File: src/rtl/pipe_hazard_sequencer.sv
// Stall/flush sequencer for the 5-stage core: RAW stall, branch flush, memory freeze, freeze watchdog.
// Latency: control outputs are combinational (same cycle); state/counters update on the next rising edge.
// Backpressure: mem_busy freezes every stage; a freeze lasting WDOG_LIMIT cycles halts the core until reset.
module pipe_hazard_sequencer #(
  parameter int CNT_W      = 16,
  parameter int WDOG_LIMIT = 255
) (
  input  logic             clk,
  input  logic             rst,
  input  logic [4:0]       id_src1,
  input  logic [4:0]       id_src2,
  input  logic             id_two_src,
  input  logic             id_valid,
  input  logic [4:0]       exe_dest,
  input  logic             exe_wb_en,
  input  logic             exe_mem_r_en,
  input  logic [4:0]       mem_dest,
  input  logic             mem_wb_en,
  input  logic             fwd_en,
  input  logic             br_taken,
  input  logic             mem_busy,
  output logic             freeze_pc,
  output logic             freeze_if_id,
  output logic             flush_if_id,
  output logic             hazard_detected,
  output logic             freeze_back,
  output logic             halted,
  output logic [CNT_W-1:0] stall_cnt,
  output logic [CNT_W-1:0] flush_cnt
);

  localparam int WD_W = $clog2(WDOG_LIMIT + 1);

  typedef enum logic [1:0] {
    ST_RUN       = 2'd0,
    ST_HAZ_STALL = 2'd1,
    ST_MEM_WAIT  = 2'd2,
    ST_HALT      = 2'd3
  } state_e;

  state_e           state_q, state_d;
  logic [WD_W-1:0]  wd_cnt_q, wd_cnt_d;
  logic [CNT_W-1:0] stall_cnt_q, stall_cnt_d;
  logic [CNT_W-1:0] flush_cnt_q, flush_cnt_d;

  // Ungated decisions; the reset gate below forces them low while rst is asserted.
  logic fz_pc, fz_if_id, fl_if_id, haz, fz_back, hlt;

  logic exe_match, mem_match, raw_haz;
  logic wd_trip;

  // Register 0 is hardwired, so a write to it never creates a dependency.
  always_comb begin
    exe_match = exe_wb_en && (exe_dest != 5'd0) &&
                ((exe_dest == id_src1) || (id_two_src && (exe_dest == id_src2)));
    mem_match = mem_wb_en && (mem_dest != 5'd0) &&
                ((mem_dest == id_src1) || (id_two_src && (mem_dest == id_src2)));
    // With forwarding only a load in EXE cannot be bypassed in time; without it
    // any producer in EXE or MEM must drain before decode reads the register file.
    raw_haz   = id_valid && (fwd_en ? (exe_match && exe_mem_r_en)
                                    : (exe_match || mem_match));
  end

  // Priority decision: halt, memory freeze, RAW stall, branch flush, run.
  always_comb begin
    fz_pc    = 1'b0;
    fz_if_id = 1'b0;
    fl_if_id = 1'b0;
    haz      = 1'b0;
    fz_back  = 1'b0;
    hlt      = 1'b0;
    state_d  = ST_RUN;
    if (state_q == ST_HALT) begin
      fz_pc    = 1'b1;
      fz_if_id = 1'b1;
      fz_back  = 1'b1;
      hlt      = 1'b1;
      state_d  = ST_HALT;
    end else if (mem_busy) begin
      // A pending branch stays frozen in decode and flushes once memory frees up.
      fz_pc    = 1'b1;
      fz_if_id = 1'b1;
      fz_back  = 1'b1;
      state_d  = ST_MEM_WAIT;
    end else if (raw_haz) begin
      // The branch decision used stale operands, so it is ignored this cycle.
      fz_pc    = 1'b1;
      fz_if_id = 1'b1;
      haz      = 1'b1;
      state_d  = ST_HAZ_STALL;
    end else if (br_taken) begin
      fl_if_id = 1'b1;
      state_d  = ST_RUN;
    end
    // The LIMIT-th consecutive frozen cycle sends the core to HALT.
    if (wd_trip) begin
      state_d = ST_HALT;
    end
  end

  // Watchdog counts consecutive frozen cycles outside HALT and holds inside it.
  always_comb begin
    wd_trip  = 1'b0;
    wd_cnt_d = wd_cnt_q;
    if (state_q != ST_HALT) begin
      if (fz_pc) begin
        wd_cnt_d = wd_cnt_q + WD_W'(1);
        wd_trip  = (wd_cnt_q == WD_W'(WDOG_LIMIT - 1));
      end else begin
        wd_cnt_d = '0;
      end
    end
  end

  // Saturating performance counters.
  always_comb begin
    stall_cnt_d = stall_cnt_q;
    flush_cnt_d = flush_cnt_q;
    if (fz_pc && (stall_cnt_q != {CNT_W{1'b1}})) begin
      stall_cnt_d = stall_cnt_q + CNT_W'(1);
    end
    if (fl_if_id && (flush_cnt_q != {CNT_W{1'b1}})) begin
      flush_cnt_d = flush_cnt_q + CNT_W'(1);
    end
  end

  // State, watchdog and counters; reset returns to RUN without waiting for a clock.
  always_ff @(posedge clk or negedge rst) begin
    if (!rst) begin
      state_q     <= ST_RUN;
      wd_cnt_q    <= '0;
      stall_cnt_q <= '0;
      flush_cnt_q <= '0;
    end else begin
      state_q     <= state_d;
      wd_cnt_q    <= wd_cnt_d;
      stall_cnt_q <= stall_cnt_d;
      flush_cnt_q <= flush_cnt_d;
    end
  end

  // Controls are held low during reset regardless of the pipeline inputs.
  always_comb begin
    freeze_pc       = rst & fz_pc;
    freeze_if_id    = rst & fz_if_id;
    flush_if_id     = rst & fl_if_id;
    hazard_detected = rst & haz;
    freeze_back     = rst & fz_back;
    halted          = rst & hlt;
    stall_cnt       = stall_cnt_q;
    flush_cnt       = flush_cnt_q;
  end

endmodule

File: config.mk
export PLATFORM = sky130hd
export DESIGN_NAME = pipe_hazard_sequencer
export DESIGN_NICKNAME = d
export VERILOG_FILES = /design/src/rtl/pipe_hazard_sequencer.sv
export SDC_FILE = /design/constraint.sdc
export NUM_CORES = 1
export LEC_CHECK = 0
export ABC_CLOCK_PERIOD_IN_PS = 7450
export BUFFER_PORTS_ARGS = -buffer_cell sky130_fd_sc_hd__buf_2
export CORE_MARGIN = 2
export CORE_UTILIZATION = 46
export DETAILED_ROUTE_END_ITERATION = 7
export GPL_TIMING_DRIVEN = 0
export MAX_ROUTING_LAYER = met4
export PLACE_DENSITY = 0.72
export SLEW_MARGIN = 20
export SYNTH_ARGS = -nofsm -noshare
export SYNTH_HDL_FRONTEND = slang
export SYNTH_SLANG_ARGS = --single-unit
File: constraint.sdc
create_clock -name clk -period 7.45 [get_ports clk]
set_input_delay 1.49 -clock clk [delete_from_list [all_inputs] [get_ports clk]]
set_output_delay 1.49 -clock clk [all_outputs]
set_load 0.01 [all_outputs]
== Word-level counts from Yosys, hierarchy flattened ==
Index checks and enable logic that the tools add are counted.
Storage, ports and cells
  flip-flop bits (word level): 42
  word-level logic and storage cells: 56
Operators by class
  add/subtract/negate cells: 3
  eq/ne operators: 9
  muxes and demuxes: 20
  bitwise gates (word level): 5
  reductions and logical operators: 15
Operators with widths (count)
  adder 16 x 1 -> 16 bit (second input constant): 2
  != test 16 bit (second input constant): 2
  equality test 5 bit: 4
  2-to-1 mux 1 bit: 16
  logical AND 1 bit: 10
  nonzero test 5 bit: 2
  adder 8 x 1 -> 8 bit (second input constant): 1
  equality test 8 bit (second input constant): 1
  2-to-1 mux 8 bit: 1
  2-to-1 mux 2 bit: 3
  AND 1 bit: 5
  logical OR 1 bit: 3
  equality test 2 bit (second input constant): 1
  != test 2 bit (second input constant): 1

== Depth between registers and ports, before layout ==
Gate-level depths: netlist (run 1).
  word-level depth: 13
  mapped depth: 7
  gate-level depth less buffers: 7

== Worst setup path after synthesis (run 1) ==
Ideal clock, no wire load.
  kind: in2out
  start point: input port mem_dest[1]
  end point: output port flush_if_id
  arrival: 3.067 ns
  data required time: 5.960 ns
  setup slack: 2.893 ns
  cell stages on the path: 5
  path buffers: 1
  cells stage by stage: or4_1 -> o2111a_1 -> a221oi_1 -> clkbuf_1 -> and3_1
Between the ends
  cells in the longest elaborated chain, start to end: 11
  elaborated cells between the ends (all ways): 14
RTL lines
  start, declared: RTL line 17  | input logic [4:0] mem_dest,
  equality test 5 bit: RTL line 57  | ((mem_dest == id_src1) || (id_two_src && (mem_dest == id_src2)));
  logical AND 1 bit: RTL line 57
  logical OR 1 bit: RTL line 57
  logical AND 1 bit (*): RTL line 56  | mem_match = mem_wb_en && (mem_dest != 5'd0) &&
  logical OR 1 bit (*): RTL line 61  | : (exe_match || mem_match));
  2-to-1 mux 1 bit (*): RTL line 60  | raw_haz = id_valid && (fwd_en ? (exe_match && exe_mem_r_en)
  logical AND 1 bit (*): RTL line 60
  2-to-1 mux 1 bit (*): RTL line 85  | end else if (raw_haz) begin
  2-to-1 mux 1 bit (*): RTL line 79  | end else if (mem_busy) begin
  2-to-1 mux 1 bit (*): RTL line 73  | if (state_q == ST_HALT) begin
  AND 1 bit (*): RTL line 146  | flush_if_id = rst & fl_if_id;
  end, declared: RTL line 24  | output logic flush_if_id,
Mark *: on every way between the ends. The rest lies on a longest branch, timed or not.

== Worst setup path in the final report (run 1) ==
Ends and elaborated chain as after synthesis.

==> results of run 1 <==
## power by group through the flow
stage / logic, mW / clock network (mW) / registers, mW
global route: 0.268 / 0.190 / 0.366
global placement: 0.232 / 0 / 0.358
detailed placement: 0.238 / 0 / 0.360
floorplan: 0.124 / 0 / 0.372
CTS: 0.240 / 0.179 / 0.356
finish: 0.237 / 0.176 / 0.356
## registers in the layout, indices dropped and copies added, names as in the netlist
name / cells
state_q: 2
stall_cnt: 16
wd_cnt_q: 8
flush_cnt: 16
## per-stage QoR
step	hold WS, ns	cell area [sq um]	std cells	utilization
4_1_cts	0.492	2880	384	0.576
3_5_place_dp	0.477	2780	376	0.554
5_1_grt	0.499	2880	384	0.576
3_3_place_gp	0.472	2780	376	0.554
6_report	0.487	2880	384	0.576
2_1_floorplan	0.476	2350	239	-
## cells in the final DEF (no fill, tap or decap), drive strengths merged, types with 2 or more instances in the layout
cell type	instances
buf	71
dfrtp	42
xor2	30
xnor2	24
nand2	22
nor3	17
nor2	15
nand3	15
and3	12
nand4	10
clkbuf	9
nor4	7
inv	6
ha	4
o21ai	4
a21oi	3
and4	3
mux2	3
o22ai	2
nor2b	2
nand2b	2
## cell families (layout without fill, tap and decap cells)
| logic type | after synthesis | after routing | synth area share |
|---|---|---|---|
| buffers and inverters | 12 | 87 | 0.0234 |
| adders and majority gates | 4 | 4 | 0.0213 |
| AOI/OAI and AO/OA | 16 | 16 | 0.0457 |
| muxes | 3 | 3 | 0.0143 |
| and+or+nand+nor | 108 | 108 | 0.248 |
| xor gates and xnor gates | 54 | 54 | 0.201 |
| DFF | 42 | 42 | 0.446 |
## synth_stat cells (2+ instances only)
library cell | instances | area, sq um
a21oi_1 | 3 | 15.0
mux2_1 | 3 | 33.8
dfrtp_1 | 42 | 1050
buf_2 | 2 | 10.0
nor2_1 | 15 | 56.3
nand4_1 | 10 | 62.6
nor4_1 | 5 | 31.3
ha_1 | 4 | 50.1
o21ai_0 | 3 | 15.0
nor2b_1 | 2 | 12.5
o22ai_1 | 2 | 12.5
xnor2_1 | 24 | 210
nor4_4 | 2 | 42.5
nand2b_1 | 2 | 12.5
inv_1 | 6 | 22.5
nand3_1 | 15 | 75.1
nor3_1 | 17 | 85.1
and3_1 | 12 | 75.1
and4_1 | 3 | 26.3
buf_4 | 2 | 15.0
xor2_1 | 30 | 263
clkbuf_1 | 2 | 7.51
nand2_1 | 22 | 82.6
## worst max-delay path, stage by stage
cell and delay, ns:
buf_2 0.13, or4_1 0.51, o2111a_1 0.28, a221oi_1 0.32, clkbuf_1 0.42, and3_1 0.23, buf_2 0.13
## final timing paths
| kind | from | endpoint | slack, ns | depth (start not counted) |
|---|---|---|---|---|
| max in group asynchronous | rst | stall_cnt[11]$_DFFE_PN0P_ | 5.50 | 1 |
| min reg2reg | flush_cnt[7]$_DFFE_PN0P_ | flush_cnt[7]$_DFFE_PN0P_ | 0.49 | 1 |
| max reg2reg | flush_cnt[4]$_DFFE_PN0P_ | flush_cnt[7]$_DFFE_PN0P_ | 5.24 | 7 |
| min in group asynchronous | rst | stall_cnt[14]$_DFFE_PN0P_ | 1.35 | 1 |
| max | mem_dest[1] | flush_if_id | 2.43 | 7 |
| min | flush_cnt[7]$_DFFE_PN0P_ | flush_cnt[7]$_DFFE_PN0P_ | 0.49 | 1 |
## area by class of cell
type,instances,area share
multi-input cells,185,0.433
flip-flops and latches,42,0.364
repair buffers,67,0.116
well taps,70,0.0304
clock buffers,7,0.0265
plain buffers,6,0.0113
clock inverters,1,0.0104
inverters,6,0.00781
## per-layer routing
metal / wire length, um / global-route usage / vias to the layer above
met4: 87 / 0.0624 / 0
met2: 2430 / 0.295 / 30
li1: - / - / 986
met3: 175 / 0.0463 / 10
met1: 2410 / 0.265 / 940
met5: 0 / - / -
==> impl_summary.txt, run 1 <==
----------------------------------------------------
[Outcome]
  Status ... complete, no violations

[STA]
  RSZ-0062 raised after global routing ... no
  Highest clock frequency the design can meet ... 199 MHz
  Post-route minimum period ... 5.02 ns
  Final hold violation count ... 0
  Final cycle utilization of the critical path ... 0.674
  Max Transition Viols Final ... 0
  Setup-violating endpoint count in the final report ... 0
  Actual slew at the worst max-slew pin ... 0.963 ns
  Worst Slack Setup Final ... 2.43 ns
  Worst-case headroom to the max-slew limit ... 0.358
  Total negative slack for setup checks ... 0 ns
  Worst setup skew after layout ... 0.00914 ns

[Clock network]
  Post-CTS Hold Fix Bufs ... 0
  CTS tree ... yes
  Clock buffer depth ... 2
  Number of H-tree levels ... 2
  Clock latency at the later pin of the worst-skew pair ... 0.29 ns
  Total of cells resized after clock tree synthesis ... 0
  Number of post-CTS setup repair buffers ... 0
  Clock transition at the registers of the reported paths ... 0.07 ns
  Total number of clock tree sinks ... 42
  Clock buffer count from CTS ... 5
  Clk root buf ... clkbuf_8

[Synthesis]
  Proportion of synthesized flip-flops having asynchronous set or reset ... 1.00
  Number of synthesized register bits ... 42
  Syn nets ... 273
  Average cell area after synthesis ... 9.85 sq um
  Count of cell types in the netlist ... 34
  Cells after synthesis ... 239
  Top FF cell, synth ... dfrtp_1
  Number of flops mapped to enable cells by yosys ... 0
  Sequential fraction of the synthesis area ... 0.446
  Count of yosys warnings during synthesis ... 0
  Mapped cell area ... 2350 sq um

[Worst setup path]
  Required arrival time at the worst endpoint ... 5.96 ns
  Nature of the critical path endpoint ... output pin
  Kind of launch point of the worst setup path ... input port
  Critical-path maximum fanout ... 10
  Critical setup path kind ... input port to output pin
  Data arrival time of the worst path ... 3.53 ns

[Global routing]
  Number of antenna violations at the first check in global routing ... 0
  Global-route wire length before repair ... 8.36 mm
  Total congestion overflow after global routing ... 0
  Via count of the first global-routing pass ... 1822
  Global routing usage summed across all routing layers ... 0.197
  Pin count of the biggest net entering global routing ... 47

[Power]
  Power density over the cells ... 267 nW/um^2
  Total power draw ... 0.770 mW
  Switching part of the total power ... 0.357
  Clock share of power ... 0.229
  Static leakage power ... 1.40 nW
  Power dissipated by switching net loads ... 0.275 mW
  Cell Int Power ... 0.495 mW
  VDD IR-drop max ... 211 uV
  Combinational Power Share ... 0.308
  Portion of total power attributed to sequential cells ... 0.463

[Finish]
  Antenna Diode Count ... 0
  Ratio of cells with drive above 1 in the final layout ... 0.252
  Layout-stage area growth over the synthesis result ... 22.5%
  Fill cell instance count of the final layout ... 479
  Multi-input combinational cell area ... 1250 sq um
  Sequential cell area ... 1050 sq um
  Net count, final ... 347

[Die]
  Die span in x ... 75.5 um
  Die outline height ... 75.5 um
  Core area ... 5010 sq um
  Number of placement rows ... 26
  Overall die area ... 5710 sq um
  Count of boundary I/O pins ... 68
  Starting utilization of the core area ... 0.470

[Placed design]
  Placer Congestion ... 0.906
  Count of buffers from port buffering ... 67
  Post-placement worst setup slack ... 2.40 ns
  Detailed placer's ending HPWL ... 3.86 mm

[Route]
  Number of antenna-violating nets in the routed design ... 0
  Routed WL ... 5.10 mm
  Drt via density ... 5.12
  Drt initial violations ... 86
  Routed len/inst ... 13.3 um
  Number of vias after detailed routing ... 1966
  Detailed-routing iteration count for the pre-antenna-repair pass ... 4
  Number of design rule violations left after detail routing ... 0

[Worst hold path]
  Min-Delay Path Class ... register to register

[Run]
  Max-cap check violation count ... 0

----------------------------------------------------
(Power assumes the default switching activity.)
==> run 2, diff against run 1 <==
ABC_AREA = 1   (was default)
ABC_CLOCK_PERIOD_IN_PS = 4500   (was 7450)
PLACE_DENSITY = 0.73   (was 0.72)
clock period = 4.5 ns   (was 7.45 ns; I/O delays follow)
==> run 2 against run 1 <==
Global-route usage grew 1.7 points; sequential cell count unchanged; clock power grew 34%; utilization fell by 2.5 points; count of clock-buffer cells in the layout is 2 lower; register-to-register slack lost 2.7 ns; sequential power up 37%; design area grew 20%; hold slack better by 0.024 ns; critical endpoint is now freeze_pc.
==> impl_summary.txt, run 2 <==
----------------------------------------------------
[STA]
  Final hold violation count ... 0
  Final cycle utilization of the critical path ... 0.730
  Highest clock frequency the design can meet ... 305 MHz
  RSZ-0062 raised after global routing ... no
  Worst setup skew after layout ... 0.00707 ns
  Max Transition Viols Final ... 0
  Setup-violating endpoint count in the final report ... 0
  Worst-case headroom to the max-slew limit ... 0.359
  Actual slew at the worst max-slew pin ... 0.962 ns
  Total negative slack for setup checks ... 0 ns
  Post-route minimum period ... 3.28 ns

[Synthesis]
  Syn nets ... 455
  Sequential fraction of the synthesis area ... 0.356
  Number of flops mapped to enable cells by yosys ... 0
  Cells taking the most area after synthesis ... dfrtp_1, nand2_1, nand3_1
  Leading cell type by number of instances after synthesis ... nand2_1
  Top FF cell, synth ... dfrtp_1
  Average cell area after synthesis ... 7.00 sq um
  Area share of the leading cell type in the synthesized netlist ... 0.356
  Proportion of synthesized flip-flops having asynchronous set or reset ... 1.00
  Count of cell types in the netlist ... 33
  Mapped cell area ... 2950 sq um
  Number of synthesized register bits ... 42
  Leading area contributor after synthesis ... dfrtp_1
  Count of yosys warnings during synthesis ... 0
  Top cell types by occurrence after synthesis ... nand2_1, dfrtp_1, nor2_1
  Cells after synthesis ... 421

[Worst setup path]
  Required arrival time at the worst endpoint ... 3.60 ns
  Critical setup path kind ... input port to output pin
  Critical-path maximum fanout ... 10
  Critical R2R Launch ... stall_cnt[0]$_DFFE_PN0P_
  Reg2Reg Setup Slack ... 2.59 ns
  Nature of the critical path endpoint ... output pin
  Kind of launch point of the worst setup path ... input port
  Reg2reg path depth ... 7
  End of the worst register-to-register path ... stall_cnt[13]$_DFFE_PN0P_
  Data arrival time of the worst path ... 2.38 ns

[Route]
  Number of design rule violations left after detail routing ... 0
  Drt via density ... 4.99
  Routed len/inst ... 12.1 um
  Drt initial violations ... 123
  Detailed-routing iteration count for the pre-antenna-repair pass ... 4
  Number of antenna-violating nets in the routed design ... 0
  Routed WL ... 6.89 mm
  Number of vias after detailed routing ... 2850

[Global routing]
  Total congestion overflow after global routing ... 0
  Global-route wire length before repair ... 12.2 mm
  Number of antenna violations at the first check in global routing ... 0
  Global routing usage summed across all routing layers ... 0.214
  Via count of the first global-routing pass ... 2725
  Pin count of the biggest net entering global routing ... 44

[Outcome]
  Status ... complete, no violations

[Clock network]
  Number of post-CTS setup repair buffers ... 0
  Clock buffer depth ... 2
  Total of cells resized after clock tree synthesis ... 0
  Clock buffer count from CTS ... 5
  Clock transition at the registers of the reported paths ... 0.07 ns
  Number of H-tree levels ... 2
  Post-CTS Hold Fix Bufs ... 0
  Clk root buf ... clkbuf_8
  Total number of clock tree sinks ... 42
  Clock latency at the later pin of the worst-skew pair ... 0.29 ns
  CTS tree ... yes

[Finish]
  Ratio of cells with drive above 1 in the final layout ... 0.215
  Layout-stage area growth over the synthesis result ... 17.1%
  Fin cells ... 571
  Antenna Diode Count ... 0
  Net count, final ... 528
  Top library cells by usage in the layout, fill and taps aside ... nand2_1, buf_2, nor2_1, dfrtp_1, inv_1
  Most common cell after layout, fill and taps aside ... nand2_1

[Run]
  Max-cap check violation count ... 0

[Power]
  VDD IR-drop max ... 242 uV
  Static leakage power ... 1.92 nW
  Power density over the cells ... 281 nW/um^2

[Die]
  Count of boundary I/O pins ... 68
  Die span in x ... 84.1 um
  Die outline height ... 84.1 um
  Starting utilization of the core area ... 0.470
  Core area ... 6280 sq um
  Overall die area ... 7070 sq um
  Number of placement rows ... 29

[Placed design]
  Detailed placer's ending HPWL ... 5.18 mm
  Placed Cells incl. Taps ... 564
  Placer Congestion ... 0.911
  Count of buffers from port buffering ... 66

[Worst hold path]
  Worst Hold Path Cells ... 2
  Endpoint of the worst hold-timing path ... flush_cnt[15]$_DFFE_PN0P_
  Startpoint of the worst hold path ... flush_cnt[15]$_DFFE_PN0P_
  Min-Delay Path Class ... register to register

----------------------------------------------------
## run 2: changes by cell type after synthesis, sizes merged, moves of 5 or more
cell   before  now
nor4        7    0
nor3       17   10
nor2       15   45
and3       12    0
xnor2      24   19
nand4      10   25
inv         6   48
nand3      15   34
buf         4    9
xor2       30   12
nand2      22  156
## run 2: how the worst max path moves through the flow
stage,startpoint,endpoint,depth (start not counted)
6_report,exe_dest[0],freeze_pc,12
5_1_grt,rst,freeze_pc,5
4_1_cts,rst,freeze_pc,5
3_5_place_dp,rst,freeze_pc,5
3_3_place_gp,rst,freeze_pc,5
2_1_floorplan,id_src2[0],freeze_pc,12
## run 2: metal layers
| metal | GRT usage | wire, um | vias up |
|---|---|---|---|
| met1 | 0.283 | 3210 | 1320 |
| li1 | - | - | 1479 |
| met4 | 0.0352 | 25 | 0 |
| met5 | - | 0 | - |
| met2 | 0.355 | 3430 | 47 |
| met3 | 0.0297 | 217 | 4 |
## run 2: final cells by class
| class | instances | area, sq um |
|---|---|---|
| Sequential cell | 42 | 1050 |
| Multi-Input combinational cell | 321 | 1650 |
| Clock buffer | 5 | 68.8 |
| Fill cell | 641 | 2820 |
| Buffer | 10 | 68.8 |
| Clock inverter | 2 | 10.0 |
| Tap cell | 77 | 96.3 |
| Timing Repair Buffer | 66 | 330 |
| Inverter | 48 | 180 |
## run 2: critical path, stage by stage
cell and delay (ns):
buf_2 0.13, nor2_1 0.13, nand4_1 0.09, o211ai_1 0.09, inv_1 0.05, nand2_1 0.08, nand2_2 0.07, a21oi_2 0.27
buf_4 0.23, nor2_1 0.08, buf_4 0.14, buf_2 0.13
## run 2: cells by family (layout without fill, tap and decap cells)
family | Yosys count | count (layout) | share of synthesized area
AND/OR/NAND/NOR | 275 | 275 | 0.428
buffers and inverters | 58 | 131 | 0.0844
flip-flops | 42 | 42 | 0.356
XOR/XNOR | 31 | 31 | 0.0921
AO/OA/AOI/OAI | 11 | 11 | 0.0221
adder cells (fa/ha/maj) | 4 | 4 | 0.0170
## run 2: stage by stage
stage / power, mW / util / hold WS, ns / setup slack (ns) / area [sq um]
after floorplan: 0.640 / - / 0.513 / 1.61 / 2950
after global placement: 0.735 / 0.538 / 0.495 / 1.21 / 3380
after detailed placement: 0.746 / 0.538 / 0.493 / 1.17 / 3380
after CTS: 0.978 / 0.550 / 0.513 / 1.18 / 3450
after global routing: 1.04 / 0.550 / 0.555 / 1.01 / 3450
final: 0.971 / 0.550 / 0.510 / 1.22 / 3450
## run 2: report_power, final
part           switching [mW]  internal (mW)  leakage [nW]
registers              0.0681          0.419         0.570
clock network           0.130          0.104        0.0438
logic                   0.140          0.109          1.31
total                   0.339          0.632          1.92
